--- src/rtl/painterengine_gpu_dma_burst_reader_if.sv ---
// AXI4 read-address and read-data channels between the burst reader (master)
// and the memory system (slave).
interface painterengine_gpu_dma_burst_reader_if #(
  parameter int P_DATA_WIDTH = 32
);
  logic                    arid;
  logic [31:0]             araddr;
  logic [7:0]              arlen;
  logic [2:0]              arsize;
  logic [1:0]              arburst;
  logic                    arlock;
  logic [3:0]              arcache;
  logic [2:0]              arprot;
  logic [3:0]              arqos;
  logic                    arvalid;
  logic                    arready;
  logic                    rid;
  logic [P_DATA_WIDTH-1:0] rdata;
  logic [1:0]              rresp;
  logic                    rlast;
  logic                    rvalid;
  logic                    rready;

  modport master (
    output arid, araddr, arlen, arsize, arburst, arlock, arcache, arprot, arqos, arvalid,
    input  arready,
    input  rid, rdata, rresp, rlast, rvalid,
    output rready
  );

  modport slave (
    input  arid, araddr, arlen, arsize, arburst, arlock, arcache, arprot, arqos, arvalid,
    output arready,
    output rid, rdata, rresp, rlast, rvalid,
    input  rready
  );
endinterface

--- src/rtl/painterengine_gpu_dma_burst_reader.sv ---
// AXI4 burst reader: splits one channel's transfer into 4 KB / max-burst safe
// INCR bursts and streams the returned beats to the selected consumer.
module painterengine_gpu_dma_burst_reader #(
  parameter int P_CHANNELS     = 4,
  parameter int P_DATA_WIDTH   = 32,
  parameter int P_MAX_BURST    = 256,
  parameter int P_TIMEOUT_BITS = 19
) (
  input  logic                               i_wire_clock,
  input  logic                               i_wire_resetn,
  input  logic                               i_wire_start,
  input  logic [P_CHANNELS-1:0]              i_wire_router,
  input  logic [P_CHANNELS*32-1:0]           i_wire_address,
  input  logic [P_CHANNELS*32-1:0]           i_wire_length,
  output logic [P_CHANNELS*P_DATA_WIDTH-1:0] o_wire_data,
  output logic [P_CHANNELS-1:0]              o_wire_data_valid,
  output logic [P_CHANNELS-1:0]              o_wire_data_last,
  input  logic [P_CHANNELS-1:0]              i_wire_data_next,
  output logic                               o_wire_busy,
  output logic                               o_wire_done,
  output logic                               o_wire_error,
  output logic [2:0]                         o_wire_error_type,
  painterengine_gpu_dma_burst_reader_if.master axi
);

  localparam int BYTES  = P_DATA_WIDTH / 8;
  localparam int SIZE_W = $clog2(BYTES);
  localparam int SEL_W  = (P_CHANNELS > 1) ? $clog2(P_CHANNELS) : 1;

  typedef enum logic [2:0] {
    S_IDLE, S_CHECK, S_CALC, S_ADDR, S_DATA, S_DONE, S_ERROR
  } state_t;

  state_t                    state_q, state_d;
  logic [SEL_W-1:0]          sel_q, sel_d;
  logic [31:0]               address_q, address_d;
  logic [31:0]               length_q, length_d;
  logic [31:0]               offset_q, offset_d;
  logic [31:0]               cur_addr_q, cur_addr_d;
  logic [8:0]                burst_q, burst_d;
  logic [8:0]                beat_q, beat_d;
  logic [P_TIMEOUT_BITS-1:0] wd_q, wd_d;
  logic [2:0]                error_type_q, error_type_d;

  logic [SEL_W-1:0] start_sel;
  logic             router_onehot;
  logic [63:0]      end_addr;
  logic             misaligned;
  logic [31:0]      calc_addr;
  logic [31:0]      remaining;
  logic [12:0]      to_4k;
  logic [8:0]       to_max;
  logic [8:0]       calc_burst;
  logic [8:0]       burst_m1;
  logic             beat_ok;
  logic             last_beat;
  logic             final_burst;

  always_comb begin
    start_sel = '0;
    for (int i = 0; i < P_CHANNELS; i++) begin
      if (i_wire_router[i]) start_sel = SEL_W'(i);
    end
  end

  assign router_onehot = $onehot(i_wire_router);
  assign end_addr      = {32'd0, address_q} + ({32'd0, length_q} << SIZE_W);
  assign misaligned    = |address_q[SIZE_W-1:0];

  // Burst length is the tightest of: beats left, beats to the 4 KB page end,
  // and beats to the next P_MAX_BURST-aligned beat index.
  assign calc_addr = address_q + (offset_q << SIZE_W);
  assign remaining = length_q - offset_q;
  assign to_4k     = (13'h1000 - {1'b0, calc_addr[11:0]}) >> SIZE_W;
  assign to_max    = 9'(P_MAX_BURST) - {1'b0, calc_addr[SIZE_W +: 8] & 8'(P_MAX_BURST - 1)};

  always_comb begin
    calc_burst = to_max;
    if ({4'd0, calc_burst} > to_4k) calc_burst = to_4k[8:0];
    if ({23'd0, calc_burst} > remaining) calc_burst = remaining[8:0];
  end

  assign burst_m1    = burst_q - 9'd1;
  assign beat_ok     = (state_q == S_DATA) && axi.rvalid && i_wire_data_next[sel_q];
  assign last_beat   = (beat_q == burst_m1);
  assign final_burst = ((offset_q + {23'd0, burst_q}) == length_q);

  always_comb begin
    state_d      = state_q;
    sel_d        = sel_q;
    address_d    = address_q;
    length_d     = length_q;
    offset_d     = offset_q;
    cur_addr_d   = cur_addr_q;
    burst_d      = burst_q;
    beat_d       = beat_q;
    wd_d         = '0;
    error_type_d = error_type_q;
    unique case (state_q)
      S_IDLE, S_DONE, S_ERROR: begin
        if (i_wire_start) begin
          sel_d        = start_sel;
          address_d    = i_wire_address[start_sel*32 +: 32];
          length_d     = i_wire_length[start_sel*32 +: 32];
          offset_d     = '0;
          error_type_d = 3'd0;
          if (router_onehot) begin
            state_d = S_CHECK;
          end else begin
            state_d      = S_ERROR;
            error_type_d = 3'd1;
          end
        end
      end
      S_CHECK: begin
        if (misaligned || (length_q == 32'd0) || (end_addr > 64'h1_0000_0000)) begin
          state_d      = S_ERROR;
          error_type_d = 3'd2;
        end else begin
          state_d = S_CALC;
        end
      end
      S_CALC: begin
        cur_addr_d = calc_addr;
        burst_d    = calc_burst;
        state_d    = S_ADDR;
      end
      S_ADDR: begin
        if (axi.arready) begin
          beat_d  = '0;
          state_d = S_DATA;
        end else if (wd_q[P_TIMEOUT_BITS-1]) begin
          state_d      = S_ERROR;
          error_type_d = 3'd3;
        end else begin
          wd_d = wd_q + P_TIMEOUT_BITS'(1);
        end
      end
      S_DATA: begin
        if (beat_ok) begin
          if (axi.rresp != 2'b00) begin
            state_d      = S_ERROR;
            error_type_d = 3'd6;
          end else if (last_beat != axi.rlast) begin
            state_d      = S_ERROR;
            error_type_d = 3'd5;
          end else if (last_beat) begin
            offset_d = offset_q + {23'd0, burst_q};
            state_d  = final_burst ? S_DONE : S_CALC;
          end else begin
            beat_d = beat_q + 9'd1;
          end
        end else if (wd_q[P_TIMEOUT_BITS-1]) begin
          state_d      = S_ERROR;
          error_type_d = 3'd4;
        end else begin
          wd_d = wd_q + P_TIMEOUT_BITS'(1);
        end
      end
      default: state_d = S_IDLE;
    endcase
  end

  always_ff @(posedge i_wire_clock or negedge i_wire_resetn) begin
    if (!i_wire_resetn) begin
      state_q      <= S_IDLE;
      sel_q        <= '0;
      address_q    <= '0;
      length_q     <= '0;
      offset_q     <= '0;
      cur_addr_q   <= '0;
      burst_q      <= '0;
      beat_q       <= '0;
      wd_q         <= '0;
      error_type_q <= '0;
    end else begin
      state_q      <= state_d;
      sel_q        <= sel_d;
      address_q    <= address_d;
      length_q     <= length_d;
      offset_q     <= offset_d;
      cur_addr_q   <= cur_addr_d;
      burst_q      <= burst_d;
      beat_q       <= beat_d;
      wd_q         <= wd_d;
      error_type_q <= error_type_d;
    end
  end

  // Consumer routing is combinational off the state register, so reset clears it at once.
  always_comb begin
    o_wire_data       = '0;
    o_wire_data_valid = '0;
    o_wire_data_last  = '0;
    axi.rready        = 1'b0;
    if (state_q == S_DATA) begin
      o_wire_data[sel_q*P_DATA_WIDTH +: P_DATA_WIDTH] = axi.rdata;
      o_wire_data_valid[sel_q] = axi.rvalid;
      o_wire_data_last[sel_q]  = axi.rvalid && last_beat && final_burst;
      axi.rready               = i_wire_data_next[sel_q];
    end
  end

  assign axi.arid    = 1'b0;
  assign axi.araddr  = cur_addr_q;
  assign axi.arlen   = burst_m1[7:0];
  assign axi.arsize  = 3'(SIZE_W);
  assign axi.arburst = 2'b01;
  assign axi.arlock  = 1'b0;
  assign axi.arcache = 4'b0010;
  assign axi.arprot  = 3'd0;
  assign axi.arqos   = 4'd0;
  assign axi.arvalid = (state_q == S_ADDR);

  assign o_wire_busy       = state_q inside {S_CHECK, S_CALC, S_ADDR, S_DATA};
  assign o_wire_done       = (state_q == S_DONE);
  assign o_wire_error      = (state_q == S_ERROR);
  assign o_wire_error_type = error_type_q;

endmodule

--- src/flat_wrapper.sv ---
// flat-port wrapper written by rule: the top's interface ports become plain ports
module painterengine_gpu_dma_burst_reader_flat 
#(
  parameter int P_CHANNELS     = 4,
  parameter int P_DATA_WIDTH   = 32,
  parameter int P_MAX_BURST    = 256,
  parameter int P_TIMEOUT_BITS = 19
)
  (i_wire_clock, i_wire_resetn, i_wire_start, i_wire_router, i_wire_address, i_wire_length, o_wire_data, o_wire_data_valid, o_wire_data_last, i_wire_data_next, o_wire_busy, o_wire_done, o_wire_error, o_wire_error_type, axi_arid, axi_araddr, axi_arlen, axi_arsize, axi_arburst, axi_arlock, axi_arcache, axi_arprot, axi_arqos, axi_arvalid, axi_arready, axi_rid, axi_rdata, axi_rresp, axi_rlast, axi_rvalid, axi_rready);
  painterengine_gpu_dma_burst_reader_if #(.P_DATA_WIDTH(P_DATA_WIDTH)) axi_i ();
  input  logic i_wire_clock;
  input  logic i_wire_resetn;
  input  logic i_wire_start;
  input  logic [P_CHANNELS-1:0] i_wire_router;
  input  logic [P_CHANNELS*32-1:0] i_wire_address;
  input  logic [P_CHANNELS*32-1:0] i_wire_length;
  output logic [P_CHANNELS*P_DATA_WIDTH-1:0] o_wire_data;
  output logic [P_CHANNELS-1:0] o_wire_data_valid;
  output logic [P_CHANNELS-1:0] o_wire_data_last;
  input  logic [P_CHANNELS-1:0] i_wire_data_next;
  output logic o_wire_busy;
  output logic o_wire_done;
  output logic o_wire_error;
  output logic [2:0] o_wire_error_type;
  output wire logic [$bits(axi_i.arid)-1:0] axi_arid;
  output wire logic [$bits(axi_i.araddr)-1:0] axi_araddr;
  output wire logic [$bits(axi_i.arlen)-1:0] axi_arlen;
  output wire logic [$bits(axi_i.arsize)-1:0] axi_arsize;
  output wire logic [$bits(axi_i.arburst)-1:0] axi_arburst;
  output wire logic [$bits(axi_i.arlock)-1:0] axi_arlock;
  output wire logic [$bits(axi_i.arcache)-1:0] axi_arcache;
  output wire logic [$bits(axi_i.arprot)-1:0] axi_arprot;
  output wire logic [$bits(axi_i.arqos)-1:0] axi_arqos;
  output wire logic [$bits(axi_i.arvalid)-1:0] axi_arvalid;
  input wire logic [$bits(axi_i.arready)-1:0] axi_arready;
  input wire logic [$bits(axi_i.rid)-1:0] axi_rid;
  input wire logic [$bits(axi_i.rdata)-1:0] axi_rdata;
  input wire logic [$bits(axi_i.rresp)-1:0] axi_rresp;
  input wire logic [$bits(axi_i.rlast)-1:0] axi_rlast;
  input wire logic [$bits(axi_i.rvalid)-1:0] axi_rvalid;
  output wire logic [$bits(axi_i.rready)-1:0] axi_rready;
  assign axi_arid = axi_i.arid;
  assign axi_araddr = axi_i.araddr;
  assign axi_arlen = axi_i.arlen;
  assign axi_arsize = axi_i.arsize;
  assign axi_arburst = axi_i.arburst;
  assign axi_arlock = axi_i.arlock;
  assign axi_arcache = axi_i.arcache;
  assign axi_arprot = axi_i.arprot;
  assign axi_arqos = axi_i.arqos;
  assign axi_arvalid = axi_i.arvalid;
  assign axi_i.arready = axi_arready;
  assign axi_i.rid = axi_rid;
  assign axi_i.rdata = axi_rdata;
  assign axi_i.rresp = axi_rresp;
  assign axi_i.rlast = axi_rlast;
  assign axi_i.rvalid = axi_rvalid;
  assign axi_rready = axi_i.rready;
  painterengine_gpu_dma_burst_reader #(.P_CHANNELS(P_CHANNELS), .P_DATA_WIDTH(P_DATA_WIDTH), .P_MAX_BURST(P_MAX_BURST), .P_TIMEOUT_BITS(P_TIMEOUT_BITS)) u_core (.i_wire_clock(i_wire_clock), .i_wire_resetn(i_wire_resetn), .i_wire_start(i_wire_start), .i_wire_router(i_wire_router), .i_wire_address(i_wire_address), .i_wire_length(i_wire_length), .o_wire_data(o_wire_data), .o_wire_data_valid(o_wire_data_valid), .o_wire_data_last(o_wire_data_last), .i_wire_data_next(i_wire_data_next), .o_wire_busy(o_wire_busy), .o_wire_done(o_wire_done), .o_wire_error(o_wire_error), .o_wire_error_type(o_wire_error_type), .axi(axi_i));
endmodule
--- config.mk ---
export PLATFORM = sky130hd
export DESIGN_NAME = painterengine_gpu_dma_burst_reader_flat
export DESIGN_NICKNAME = d
export VERILOG_FILES = /design/src/rtl/painterengine_gpu_dma_burst_reader_if.sv /design/src/rtl/painterengine_gpu_dma_burst_reader.sv /design/src/flat_wrapper.sv
export SDC_FILE = /design/constraint.sdc
export NUM_CORES = 1
export LEC_CHECK = 0
export CAP_MARGIN = 40
export CORE_ASPECT_RATIO = 1.75
export CORE_MARGIN = 4
export CORE_UTILIZATION = 45
export DETAILED_ROUTE_END_ITERATION = 8
export HOLD_SLACK_MARGIN = 0.03
export PLACE_DENSITY = 0.75
export SLEW_MARGIN = 15
export SYNTH_ARGS = -nofsm -noshare
export SYNTH_HDL_FRONTEND = slang
export SYNTH_SLANG_ARGS = --single-unit
--- constraint.sdc ---
create_clock -name i_wire_clock -period 9.1 [get_ports i_wire_clock]
set_input_delay 0.91 -clock i_wire_clock [delete_from_list [all_inputs] [get_ports i_wire_clock]]
set_output_delay 0.91 -clock i_wire_clock [all_outputs]
set_load 0.02 [all_outputs]
==> results of run 1 <==
[power groups by stage]
| stage | sequential, uW | clock (uW) | combinational (uW) |
|---|---|---|---|
| after floorplan | 1380 | 0 | 4360 |
| after global placement | 1590 | 0 | 6020 |
| after detailed placement | 1600 | 0 | 6130 |
| after CTS | 1580 | 749 | 6170 |
| after global routing | 1610 | 785 | 6830 |
| final | 1590 | 737 | 6270 |
[cells in the final DEF, fill, tap and decap left out, drive strengths merged, types with 24 or more instances in the layout]
cell type and n:
clkdlybuf4s50 486, nand2 175, dfrtp 173, and2 147, nor2 144, ha 129
o21ai 122, inv 114, a21oi 113, xnor2 79, mux2 71, xor2 70
mux4 65, nand3 46, a21o 42, nor3 42, nor4 40, nand4 33
and3 29, o31ai 25, mux2i 25, or3 24, nand2b 24, buf 24
[worst reg2reg max path: cells and delay by family, from the launching register on]
kind                       cells  cell delay, ns
and+or+nand+nor               13            3.28
AOI/OAI and AO/OA              7            1.60
adders and majority gates      4            1.32
xor gates and xnor gates       2            0.61
muxes                          1            0.42
DFF                            1            0.41
buffers and inverters          2            0.16
[sequential cells by signal, indices dropped and copies added, names as in the netlist, 3 cells and up]
name and cells:
u_core.wd_q 19, u_core.length_q 32, u_core.burst_q 9, u_core.address_q 32
u_core.state_q 3, u_core.o_wire_error_type 3, u_core.offset_q 32, u_core.beat_q 9
u_core.axi.araddr 32
[per-stage QoR]
step	cell area, um2	hold WS (ns)	utilization, %
after floorplan	18300	0.446	-
after global placement	23400	0.461	58.5
after detailed placement	23500	0.468	58.7
after CTS	24100	0.450	60.1
after global routing	24100	0.467	60.2
final	24100	0.441	60.2
[routing by layer]
metal  up-vias  GRT usage (%)  wire (um)
li1       8618              -          -
met1      9068           35.0      25700
met2       958           58.3      37800
met3       263           6.36       5130
met4         2           25.8       7100
met5         -              0          7
[final cells by class]
class	count	area (um2)	area share (%)
multi-input cells	1736	13100	54.1
repair buffers	511	5110	21.2
flip-flops and latches	173	4330	18.0
well taps	495	619	2.57
clock buffers	18	439	1.82
inverters	111	417	1.73
clock inverters	13	133	0.550
diodes	1	2.50	0.0104
[cells by family (layout without fill, tap and decap cells)]
kind of cell | Yosys count | count (layout) | share of synthesized area [%]
and+or+nand+nor | 778 | 778 | 22.6
DFF | 173 | 173 | 23.8
AOI/OAI and AO/OA | 495 | 495 | 17.9
muxes | 161 | 161 | 13.8
other | 2 | 19 | 0.0412
adders and majority gates | 135 | 135 | 9.47
xor gates and xnor gates | 149 | 149 | 7.21
buffers and inverters | 229 | 653 | 5.17
[worst max-delay path by stage]
stage	slack, ns	end	start	cells past startpoint
floorplan	2.79	u_core.burst_q[0]$_DFFE_PN0N_	u_core.offset_q[0]$_DFFE_PN0P_	29
global placement	1.67	u_core.burst_q[0]$_DFFE_PN0N_	u_core.address_q[2]$_DFFE_PN0P_	29
detailed placement	1.44	u_core.burst_q[0]$_DFFE_PN0N_	u_core.address_q[2]$_DFFE_PN0P_	29
CTS	1.39	u_core.burst_q[0]$_DFFE_PN0N_	u_core.address_q[2]$_DFFE_PN0P_	29
global route	0.66	u_core.burst_q[0]$_DFFE_PN0N_	u_core.address_q[2]$_DFFE_PN0P_	29
finish	1.24	u_core.burst_q[0]$_DFFE_PN0N_	u_core.address_q[2]$_DFFE_PN0P_	29
==> impl_results.md, run 1 <==
* Startpoint Class: flop
* Leakage at 0.00996 uW
* Max-Cap Viols at 0
* Worst-path clk slew at 0.07 ns
* Reg2reg end: u_core.burst_q[0]$_DFFE_PN0N_
* Hold/Removal Path Class: primary input to asynchronous set/reset pin
* Area grow syn2layout at 32.4%
* CTS HTree Levels at 4
* Port Buffers at 487
* Net Sw Power at 4550 uW
* PostCTS Resize Cnt at 0
* Fmax at 0.127 GHz
* Crit-path max cell delay at 0.61 ns
* Seq cells post-synth at 173
* Fin nets at 2989
* Critical R2R Launch: u_core.address_q[2]$_DFFE_PN0P_
* CP Capture Type: flop
* Initial antenna violation count at 3
* Comb power frac at 72.9%
* Residual DRC at 0
* Crit path DAT at 8.23 ns
* Synthesis Warnings at 0
* Setup ws final at 1.24 ns
* Clk sinks at 173
* Global Route Usage Sum at 33.3%
* Top post-synthesis cells by count: 175 x nand2_1, 173 x dfrtp_1, 147 x and2_1
* Worst-case clock skew at 0.0142 ns
* Cell taking the most area after synthesis: dfrtp_1
* Max FO, Critical Path at 10
* Syn Inst Count at 2122
* Num CTS Buffers at 17
* Die H at 274 um
* Fin cells at 3058
* Core area at 40100 um2
* Synth cell types at 89
* Setup TNS at 0 ns
* Slew headroom at 47.6%
* Die ar. at 43900 um2
* Post-synth ARST share at 100%
* Tightest Pin Transition at 0.787 ns
* DR iter-0 viols at 1343
* Rows at 97
* Switching share of power at 52.9%
* Critical path type: flop to flop
* Worst-Skew Late Latency at 0.45 ns
* Via density at 6.18
* Top cells by area, synth: dfrtp_1 24%, ha_1 8.9%, mux4_2 8.0%
* Kind of cell adding the most delay to the critical path: simple AND/OR/NAND/NOR gates
* Top cell type's share of synthesized area at 23.8%
* Reg2Reg Depth at 29
* Register share of total power at 18.5%
* Syn avg cell area at 8.58 um2
* Filler cell count at 3574
* Buf+Inv Stages, Crit Path at 2
* Final setup vio count at 0
* Via count at 18900
* Die Wd at 160 um
* Grt ovf at 0
* Slew Limit Fails at 0
* R2r setup slk at 1.24 ns
* Most common flop cell mapped by yosys: dfrtp_1
* Drt first pass iters at 6
* Vias in the first global route at 19300
* Post-synthesis cell area at 18200 um2
* Gpl congestion at 1.03
* Share of cells above drive strength 1 at 8.90%
* First-pass GRT wire length at 112000 um
* Starting Density at 45.5%
* Drt total wl at 75800 um
* Final hold vios at 0
* Top-count cell post-synth: nand2_1
* Worst slack, placed at 1.44 ns
* Clock power share at 8.6%
* Worst Path Required at 9.47 ns
* Post-placement cell count at 3024
* Drt wl/cell at 24.8 um
* Postcts setup bufs at 0
* Post-route clock period utilization at 86.4%
* Dpl hpwl at 63300 um
* Final Power at 8600 uW
* Cell internal pwr at 4050 uW
* CTS max path bufs at 2
* Unrepaired setup endpoints after global routing: false
* Outcome: complete, no violations
* Hold_buf cts at 0
* I/O pin count at 507
* Fin crit period at 7.86 ns
* CTS tree: done
* Post-synthesis sequential area ratio at 23.8%
* Peak supply drop at 157 uV
* CP max stage cell: nor4_4
* ANT nets after route at 0
* Root Buffer: clkbuf_16
* Post-synth EDFFs at 0
* Pin count of the biggest net entering global routing at 62
* Pwr Density at 357 nW/um2
(Power assumes the default switching activity.)
==> inputs of run 2 (changes only) <==
--- a/config.mk
+++ b/config.mk
@@ -5,13 +5,13 @@
 export SDC_FILE = /design/constraint.sdc
 export NUM_CORES = 1
 export LEC_CHECK = 0
+export ABC_AREA = 1
 export CAP_MARGIN = 40
 export CORE_ASPECT_RATIO = 1.75
-export CORE_MARGIN = 4
 export CORE_UTILIZATION = 45
 export DETAILED_ROUTE_END_ITERATION = 8
 export HOLD_SLACK_MARGIN = 0.03
-export PLACE_DENSITY = 0.75
+export PLACE_DENSITY = 0.74
 export SLEW_MARGIN = 15
 export SYNTH_ARGS = -nofsm -noshare
 export SYNTH_HDL_FRONTEND = slang
==> run 2 against run 1 <==
Synthesized cell count rose by 56%; highest routed layer is now met4; wire length rose by 15%; fmax rose by 38%; critical path depth rose by 4; clock skew fell by 0.0028 ns; cell area rose by 6.8%; flip-flop and latch count did not move; largest power group unchanged; die area rose by 1.9%; sequential power barely moved; final cell count rose by 41%; critical endpoint is now u_core.burst_q[1]$_DFFE_PN0N_; first-iteration DRC count rose by 23%; clock power rose by 9.4%.
==> impl_results.md, run 2 <==
* Fin nets at 4185 (was 2989)
* Area grow syn2layout at 30.5% (was 32.4%)
* Top-count cell post-synth: nand2_1 (unchanged)
* Drt wl/cell at 20.1 um (was 24.8 um)
* ANT nets after route at 0 (unchanged)
* Crit path DAT at 6.10 ns (was 8.23 ns)
* Worst hold slack at 0.393 ns (was 0.441 ns)
* Crit path from: u_core.address_q[2]$_DFFE_PN0P_ (unchanged)
* Post-synthesis sequential area ratio at 22.0% (was 23.8%)
* Switching share of power at 57.4% (was 52.9%)
* Final Power at 8710 uW (was 8600 uW)
* Peak supply drop at 298 uV (was 157 uV)
* Post-synthesis cell area at 19700 um2 (was 18200 um2)
* Post-synth EDFFs at 0 (unchanged)
* Most frequent cells in the layout: 861 x nand2_1, 609 x nor2_1, 486 x clkdlybuf4s50_1 (was 486 x clkdlybuf4s50_1, 175 x nand2_1, 173 x dfrtp_1)
* Max-Cap Viols at 0 (unchanged)
* Port Buffers at 487 (unchanged)
* Pwr Density at 339 nW/um2 (was 357 nW/um2)
* Most common flop cell mapped by yosys: dfrtp_1 (unchanged)
* Leakage at 0.0118 uW (was 0.00996 uW)
* Root Buffer: clkbuf_16 (unchanged)
* Initial antenna violation count at 2 (was 3)
* Outcome: complete, no violations (unchanged)
* Die ar. at 44700 um2 (was 43900 um2)
* Grt ovf at 0 (unchanged)
* Drt total wl at 86900 um (was 75800 um)
* Postcts setup bufs at 0 (unchanged)
* Synth cell types at 60 (was 89)
* Crit-path max cell delay at 0.60 ns (was 0.61 ns)
* Unrepaired setup endpoints after global routing: false (unchanged)
* CP dominant cell by count: nand2_1
* Top post-synthesis cells by count: 861 x nand2_1, 610 x nor2_1, 379 x inv_1 (was 175 x nand2_1, 173 x dfrtp_1, 147 x and2_1)
* Clk sinks at 173 (unchanged)
* Rows at 101 (was 97)
* Max FO, Critical Path at 10 (unchanged)
* Top cells by area, synth: dfrtp_1 22%, nand2_1 16%, nor2_1 12% (was dfrtp_1 24%, ha_1 8.9%, mux4_2 8.0%)
* Hold_buf cts at 0 (unchanged)
* Starting Density at 45.5% (about the same)
* Dpl hpwl at 71300 um (was 63300 um)
* Die H at 279 um (was 274 um)
* Fmax at 0.176 GHz (was 0.127 GHz)
* Die Wd at 160 um (about the same)
* Critical R2R Launch: u_core.address_q[2]$_DFFE_PN0P_ (unchanged)
* Hold/Removal Path Class: primary input to asynchronous set/reset pin (unchanged)
* Gpl congestion at 1.02 (was 1.03)
* Core area at 43300 um2 (was 40100 um2)
* DR iter-0 viols at 1647 (was 1343)
* Syn Inst Count at 3318 (was 2122)
* Critical path type: flop to flop (unchanged)
* CTS max path bufs at 2 (unchanged)
* Cell internal pwr at 3720 uW (was 4050 uW)
* Syn avg cell area at 5.94 um2 (was 8.58 um2)
* Via count at 23700 (was 18900)
* Drt first pass iters at 5 (was 6)
* Net Sw Power at 5000 uW (was 4550 uW)
* Global Route Usage Sum at 38.6% (was 33.3%)
* First-pass GRT wire length at 130000 um (was 112000 um)
* Most common cell after layout, fill and taps aside: nand2_1 (was clkdlybuf4s50_1)
* PostCTS Resize Cnt at 0 (unchanged)
* Synthesis Warnings at 0 (unchanged)
* Slew Limit Fails at 0 (unchanged)
* Pin count of the biggest net entering global routing at 97 (was 62)
* Tightest Pin Transition at 0.877 ns (was 0.787 ns)
* Startpoint Class: flop (unchanged)
* Top cell type's share of synthesized area at 22.0% (was 23.8%)
* CTS tree: done (unchanged)
* Setup TNS at 0 ns (unchanged)
* Seq cells post-synth at 173 (unchanged)
* CTS HTree Levels at 4 (unchanged)
* Register share of total power at 18.1% (was 18.5%)
* CP max stage cell: fa_1 (was nor4_4)
* Final setup vio count at 0 (unchanged)
* Post-route clock period utilization at 62.5% (was 86.4%)
* Worst-Skew Late Latency at 0.48 ns (was 0.45 ns)
* Worst-path clk slew at 0.08 ns (was 0.07 ns)
* CP Capture Type: flop (unchanged)
* Fin cells at 4326 (was 3058)
* Vias in the first global route at 22800 (was 19300)
* Final hold vios at 0 (unchanged)
* Clock power share at 9.2% (was 8.6%)
* Num CTS Buffers at 17 (unchanged)
* I/O pin count at 507 (unchanged)
* Post-synth ARST share at 100% (unchanged)
* Residual DRC at 0 (unchanged)
* Slew headroom at 41.5% (was 47.6%)
* Post-placement cell count at 4291 (was 3024)
* Share of cells above drive strength 1 at 3.46% (was 8.90%)
* Worst-case clock skew at 0.0114 ns (was 0.0142 ns)
* Fin crit period at 5.69 ns (was 7.86 ns)
* Comb power frac at 72.6% (was 72.9%)
* Via density at 5.47 (was 6.18)
* Worst Path Required at 9.51 ns (was 9.47 ns)
* Cell taking the most area after synthesis: dfrtp_1 (unchanged)
[run 2: cell count changes after synthesis, sizes merged, moves of 54 or more]
cell | before | now
nor2 | 144 | 622
o21ai | 122 | 234
inv | 110 | 384
nand2 | 175 | 867
nor3 | 42 | 117
xnor2 | 79 | 25
nand3 | 46 | 228
mux4 | 65 | 0
mux2 | 71 | 0
and2 | 147 | 8
[run 2: metrics by stage]
stage          cell area, um2  setup WS [ns]  utilization, %
2_1_floorplan           19800           4.44               -
3_3_place_gp            25000           3.60            57.6
4_1_cts                 25700           3.48            59.2
5_1_grt                 25700           2.91            59.4
3_5_place_dp            25000           3.57            57.8
6_report                25700           3.41            59.4
[run 2: area by class of cell]
type,instances,area [um2]
Fill cell,4465,17600
Tap cell,566,708
Clock inverter,15,204
Antenna cell,1,2.50
Sequential cell,173,4330
Clock buffer,17,425
Timing Repair Buffer,509,5120
Multi-Input combinational cell,2655,13500
Inverter,390,1470
[run 2: cells by family after synthesis]
| logic type | share of synthesized area (%) |
|---|---|
| and+or+nand+nor | 41.6 |
| xor gates and xnor gates | 3.87 |
| adders and majority gates | 8.69 |
| buffers and inverters | 10.1 |
| other | 0.0381 |
| muxes | 0.0508 |
| AOI/OAI and AO/OA | 13.7 |
| DFF | 22.0 |
[run 2: metal layers]
metal  GRT usage (%)  vias up  wire (um)
met5               0        -          0
met1            41.3    10800      31200
li1                -    11600          -
met3            6.71      270       5810
met2            66.2      991      42000
met4            32.3        0       7890
[run 2: worst paths after layout]
kind / endpoint / slack [ns] / depth (start not counted)
max in group asynchronous: u_core.address_q[17]$_DFFE_PN0P_ / 7.61 / 2
min in group i_wire_clock: u_core.wd_q[0]$_DFF_PN0_ / 0.47 / 1
min reg2reg: u_core.wd_q[0]$_DFF_PN0_ / 0.47 / 1
max reg2reg: u_core.burst_q[1]$_DFFE_PN0N_ / 3.41 / 33
max: u_core.burst_q[1]$_DFFE_PN0N_ / 3.41 / 33
min: u_core.length_q[28]$_DFFE_PN0P_ / 0.39 / 1
[run 2: power groups by stage]
stage          logic, uW  clock network [uW]  registers, uW
3_3_place_gp        6090                   0           1550
2_1_floorplan       4340                   0           1370
5_1_grt             7060                 843           1590
3_5_place_dp        6180                   0           1560
6_report            6330                 806           1580
4_1_cts             6200                 815           1540
[run 2: worst max-delay path, delay by kind of cell (launching register included)]
family                     cells  cell delay, ns
AOI/OAI and AO/OA              7            1.31
adders and majority gates      5            1.68
buffers and inverters          4            0.45
DFF                            1            0.53
and+or+nand+nor               17            1.66
